--- src/rtl/timer_ctrl.sv ---
// timer_ctrl: run/pause/finish control for the BCD down-counter timer.
// Conditions the raw buttons, divides clk into count ticks, and drives the
// counter's 2-bit state code (IDLE load / STOP hold / COUNTING decrement).
module timer_ctrl #(
    parameter int TICK_DIV = 100000000
) (
    input  logic       clk,
    input  logic       rst,
    input  logic       btn_start,
    input  logic       btn_clear,
    input  logic       done,
    output logic [1:0] state,
    output logic       running,
    output logic       finished,
    output logic       blink
);

    localparam int DIV_W = (TICK_DIV > 1) ? $clog2(TICK_DIV) : 1;
    localparam logic [DIV_W-1:0] DIV_MAX = DIV_W'(TICK_DIV - 1);

    localparam logic [1:0] ST_IDLE  = 2'd0;
    localparam logic [1:0] ST_STOP  = 2'd1;
    localparam logic [1:0] ST_COUNT = 2'd2;

    typedef enum logic [1:0] {
        S_IDLE,
        S_RUN,
        S_PAUSE,
        S_FINISH
    } fsm_t;

    fsm_t             fsm;
    logic [DIV_W-1:0] presc;
    logic [2:0]       start_sr;  // [0]=sync1, [1]=sync2, [2]=edge-detect delay
    logic [2:0]       clear_sr;
    logic             start_pulse;
    logic             clear_pulse;
    logic             presc_wrap;
    logic [DIV_W-1:0] presc_nxt;
    logic             tick;

    // Two-flop synchronisers plus one delay stage for rising-edge detection
    always_ff @(posedge clk or posedge rst) begin
        if (rst) begin
            start_sr <= '0;
            clear_sr <= '0;
        end else begin
            start_sr <= {start_sr[1:0], btn_start};
            clear_sr <= {clear_sr[1:0], btn_clear};
        end
    end

    assign start_pulse = start_sr[1] & ~start_sr[2];
    assign clear_pulse = clear_sr[1] & ~clear_sr[2];

    assign presc_wrap = (presc == DIV_MAX);
    assign presc_nxt  = presc_wrap ? '0 : presc + 1'b1;
    assign tick       = (fsm == S_RUN) && presc_wrap;

    // Control FSM with prescaler and blink; clear beats done-on-tick beats start
    always_ff @(posedge clk or posedge rst) begin
        if (rst) begin
            fsm   <= S_IDLE;
            presc <= '0;
            blink <= 1'b0;
        end else if (clear_pulse) begin
            fsm   <= S_IDLE;
            presc <= '0;
            blink <= 1'b0;
        end else begin
            case (fsm)
                S_IDLE: begin
                    presc <= '0;
                    blink <= 1'b0;
                    if (start_pulse) fsm <= S_RUN;
                end
                S_RUN: begin
                    if (tick && done) begin
                        // Counter hit 00: finish, start on the same edge is dropped
                        fsm   <= S_FINISH;
                        presc <= '0;
                        blink <= 1'b0;
                    end else begin
                        presc <= presc_nxt;
                        if (start_pulse) fsm <= S_PAUSE;
                    end
                end
                S_PAUSE: begin
                    // Prescaler holds so the resumed tick phase is preserved
                    if (start_pulse) fsm <= S_RUN;
                end
                S_FINISH: begin
                    if (start_pulse) begin
                        fsm   <= S_IDLE;
                        presc <= '0;
                        blink <= 1'b0;
                    end else begin
                        presc <= presc_nxt;
                        if (presc_wrap) blink <= ~blink;
                    end
                end
                default: begin
                    fsm   <= S_IDLE;
                    presc <= '0;
                    blink <= 1'b0;
                end
            endcase
        end
    end

    // Counter state code: COUNTING only on the tick cycle of RUN
    always_comb begin
        state = ST_STOP;
        case (fsm)
            S_IDLE:  state = ST_IDLE;
            S_RUN:   state = tick ? ST_COUNT : ST_STOP;
            default: state = ST_STOP;
        endcase
    end

    assign running  = (fsm == S_RUN);
    assign finished = (fsm == S_FINISH);

endmodule

--- config.mk ---
export PLATFORM = sky130hd
export DESIGN_NAME = timer_ctrl
export DESIGN_NICKNAME = d
export VERILOG_FILES = /design/src/rtl/timer_ctrl.sv
export SDC_FILE = /design/constraint.sdc
export NUM_CORES = 1
export LEC_CHECK = 0
export CAP_MARGIN = 20
export CORE_MARGIN = 5
export CORE_UTILIZATION = 53
export CTS_CLUSTER_DIAMETER = 120
export DETAILED_ROUTE_END_ITERATION = 8
export HOLD_SLACK_MARGIN = 0.12
export PLACE_DENSITY = 0.78
export SLEW_MARGIN = 20
export SYNTH_ARGS = -nofsm -noshare
export SYNTH_HDL_FRONTEND = slang
export SYNTH_SLANG_ARGS = --single-unit
--- constraint.sdc ---
create_clock -name clk -period 1.8 [get_ports clk]
set_clock_uncertainty 0.15 [all_clocks]
set_input_delay 0.18 -clock clk [delete_from_list [all_inputs] [get_ports clk]]
set_output_delay 0.18 -clock clk [all_outputs]
set_load 0.005 [all_outputs]
==> flow_results.org <==
** Detailed routing
- Routed wire length :: 7.11 mm
- Length of routed met3 wiring :: 540 um
- Metal-1 WL :: 2.61 mm
- Number of remaining DRC errors :: 0
- The detailed router finished its first iteration with 311 violations.
- The highest layer touched by signal routing is met4.
- Total number of vias :: 2063
- Wire per inst :: 22.4 um
- Summed over all nets, wire length on met2 after detailed routing comes to 3.42 mm.
- Average via count per standard cell :: 6.51
- Final antenna-violating net count :: 0
- Before antenna repair, the detailed router went through 5 iterations.

** Timing
- Setup violations remaining at the end of the flow were counted as 32.
- Fmax :: 0.433 GHz
- Setup repair after global routing could not meet its margin everywhere.
- Final critical-path required period :: 2310 ps
- Normalized max-slew margin :: 0.585
- Final period util :: 1.28
- Crit path setup slack, layout :: -508 ps
- Transition time at the pin with the least slew margin :: 621 ps
- The number of hold violations in the final report came to 0.
- The number of max-slew violations in the final report is 0.
- For the final routed database, the setup TNS stands at -14080 ps.

** Clock network
- CTS saw 36 sinks.
- TritonCTS built the clock tree.
- Clock Latency Late Sink :: 360 ps
- CTS built an H-tree with a depth of 2.
- The number of clock buffers added by TritonCTS is 5.
- Max Buffers Root-to-Sink :: 2
- Cell at the root of the clock tree :: sky130_fd_sc_hd__clkbuf_4
- After clock tree synthesis, the clock-pin slew on the worst setup and hold paths is 120 ps.

** Global route
- Antenna violations before repair :: 0
- Global-route usage over all layers :: 0.280
- Summed over all layers, the global routing overflow is 0.
- Global-route wire length before repair :: 10.4 mm
- Maximum number of pins on one net before global-route repair :: 33
- The number of global-route vias before repair came to 2058.

** Floorplan
- Floorplan die height :: 69.4 um
- The initial utilization of the core area, before any placement, comes to 0.556.
- Overall die width :: 69.4 um
- Core Area :: 3360 um2
- Number of standard-cell rows in the floorplan :: 21
- Pin placement for this block handled 10 I/O pins.
- Full die area :: 4810 um2

** Placed design
- Post-DP HPWL :: 3.69 mm
- Summing all placed instances gives a cell area of 2400 um2.
- At the end of routability-driven placement, the weighted congestion stood at 0.916.
- Placed cell count :: 293
- Timing analysis after detailed placement gives a worst setup slack of -414 ps.
- # port buffers :: 9

** Setup path
- The setup path with the least slack is of type register to register.
- Dominant delay contributor by cell family on the critical path :: simple AND/OR/NAND/NOR gates
- Buf+Inv Stages, Crit Path :: 3
- Arr. time, crit path :: 2380 ps
- In this run the worst path has a maximum fanout of 6.
- The worst setup path is captured at a register.
- Critical path's slowest cell :: sky130_fd_sc_hd__dfrtp_1
- STA classifies the critical path startpoint as a register.
- Walking the worst path, the cells encountered are nor4b_2, nand4_1, buf_4, o31a_1, a21oi_2, buf_6, buf_12, nor2_4.
- Critical path data required time :: 1880 ps
- In this design, the stage delay of the slowest critical-path cell is 420 ps.

** Synth
- In this run, synthesis inferred 0 flip-flops with an integrated enable.
- For this run, the number of Yosys warnings is 0.
- Post-Synthesis Net Count :: 202
- Leading post-synthesis cells by instance count :: sky130_fd_sc_hd__dfrtp_1 (36), sky130_fd_sc_hd__nor2_1 (29), sky130_fd_sc_hd__nand2_1 (19)
- The mapped netlist covers 1870 um2.
- Leading cell types by total area after synthesis :: sky130_fd_sc_hd__dfrtp_1 (48%), sky130_fd_sc_hd__nor2_1 (5.8%), sky130_fd_sc_hd__xnor2_1 (4.7%)
- In this run, synthesis produced a sequential element count of 36.
- Among all cell types in the netlist, the one instantiated most often is sky130_fd_sc_hd__dfrtp_1.
- In the synthesized netlist the dominant register cell turns out to be sky130_fd_sc_hd__dfrtp_1.
- Of the post-synthesis cell area, the dominant cell type holds 0.482.
- The number of different library cells used by synthesis comes to 34.
- The synthesized design spends more area on one cell type than any other, namely sky130_fd_sc_hd__dfrtp_1.
- Instance count of the mapped netlist :: 196
- Average cell area after synthesis :: 9.54 um2
- The share of the Yosys chip area taken by registers is 0.482.
- Async S/R FF share, synth :: 1.00

** Final layout
- Synthesis-to-layout area growth :: 53.4%
- Fill cell count :: 170
- Number of standard cells in the layout, taps in and fillers out :: 317
- For this run, the post-layout net count is 276.
- Final Cell Area :: 2870 um2
- Ratio of cells with drive above 1 in the final layout :: 0.387
- Diodes inserted :: 0

** Job
- The tool flagged a number of max-cap violations equal to 0.

** Worst hold path
- The tightest min-delay check is of the register to register type.

** Power
- The worst-case IR drop observed on VDD is 0.000401 V.
- Summed over all cells, the static leakage comes to 1.20 nW.
- Dividing total power by cell area gives a power density of 579 nW/um2.

** Outcome
- Violations in the final reports :: negative setup slack
- The run finished, with violations left.
==> metrics by stage <==
step                      total power [mW]   util  hold slack [ps]
after global placement                1.04  0.713              182
after floorplan                      0.954      -             61.4
after detailed placement              1.05  0.713              189
after global routing                  1.72  0.853              235
after CTS                             1.63  0.815              124
final                                 1.66  0.853              211
==> kinds of logic after synthesis <==
logic type,Yosys count,share of synthesized area
simple gates,105,0.310
flops,36,0.482
compound gates,24,0.0857
xor+xnor,20,0.0937
buf+inv,10,0.0221
fa+ha+maj,1,0.00669
==> routing by layer <==
layer	global-route usage	up-vias
li1	-	852
met1	0.320	998
met2	0.476	152
met3	0.0754	61
met4	0.143	0
met5	0	-
==> cells in the final DEF (no fill, tap or decap), types with 3 or more instances in the layout <==
master                            Yosys  final
sky130_fd_sc_hd__a31oi_1             10      6
sky130_fd_sc_hd__nor2_2               0      3
sky130_fd_sc_hd__nand3_1              7      7
sky130_fd_sc_hd__nor2_4               0     16
sky130_fd_sc_hd__dfrtp_1             36     36
sky130_fd_sc_hd__clkdlybuf4s50_1      0      5
sky130_fd_sc_hd__nand2_1             19     18
sky130_fd_sc_hd__nor3_1               8      8
sky130_fd_sc_hd__nand4_1             11     11
sky130_fd_sc_hd__clkbuf_4             0      5
sky130_fd_sc_hd__a31oi_4              0      4
sky130_fd_sc_hd__xor2_1              10     10
sky130_fd_sc_hd__and3_1               3      3
sky130_fd_sc_hd__nand3b_1             6      6
sky130_fd_sc_hd__buf_4                0     48
sky130_fd_sc_hd__nor2b_1              4      4
sky130_fd_sc_hd__buf_12               0      3
sky130_fd_sc_hd__dlygate4sd3_1        0      3
sky130_fd_sc_hd__and2_1               3      3
sky130_fd_sc_hd__nor2_1              29     10
sky130_fd_sc_hd__and4_1               6      6
sky130_fd_sc_hd__buf_6                0      8
sky130_fd_sc_hd__inv_1                4      4
sky130_fd_sc_hd__xnor2_1             10     10
==> cell type report <==
type,count,area [um2],share of cell area
Multi-Input combinational cell,150,1170,0.410
Sequential cell,36,901,0.314
Timing Repair Buffer,73,661,0.230
Clock buffer,8,58.8,0.0205
Tap cell,46,57.6,0.0201
Inverter,4,15.0,0.00524
==> flip-flops by register name, indices dropped and copies added (netlist names) <==
signal and cells:
clear_sr 3, fsm 2, presc 27, start_sr 3, blink 1
==> worst reg2reg max path, cell delays in order (launching register included) <==
cell                      delay (ps)
sky130_fd_sc_hd__dfrtp_1         420
sky130_fd_sc_hd__nor4b_2         360
sky130_fd_sc_hd__nand4_1         180
sky130_fd_sc_hd__buf_4           170
sky130_fd_sc_hd__o31a_1          300
sky130_fd_sc_hd__a21oi_2         250
sky130_fd_sc_hd__buf_6           160
sky130_fd_sc_hd__buf_12          150
sky130_fd_sc_hd__nor2_4           40
==> final timing paths <==
check / cells past startpoint / slack (ps) / from / endpoint
max in group asynchronous: 4 / 570 / rst / presc[24]
setup reg to reg: 8 / -510 / presc[17] / presc[3]
setup / recovery: 8 / -510 / presc[17] / presc[3]
min in group asynchronous: 3 / 480 / rst / start_sr[1]
hold / removal: 0 / 210 / start_sr[0] / start_sr[1]
hold reg to reg: 0 / 210 / start_sr[0] / start_sr[1]
==> power by group <==
| group | internal [mW] | switching (mW) | total (mW) |
|---|---|---|---|
| registers | 0.826 | 0.0139 | 0.840 |
| logic | 0.158 | 0.202 | 0.360 |
| clock network | 0.193 | 0.269 | 0.462 |
| total | 1.18 | 0.485 | 1.66 |
==> what timing repair did <==
item	CTS	global route
buffers inserted	17	2
resized for setup	44	29
pin swaps	23	22
setup endpoints to repair	34	32
hold buffers	1	2
endpoints found under the hold margin	4	2
gates cloned	3	0
Power figures use the tool's default switching activity.
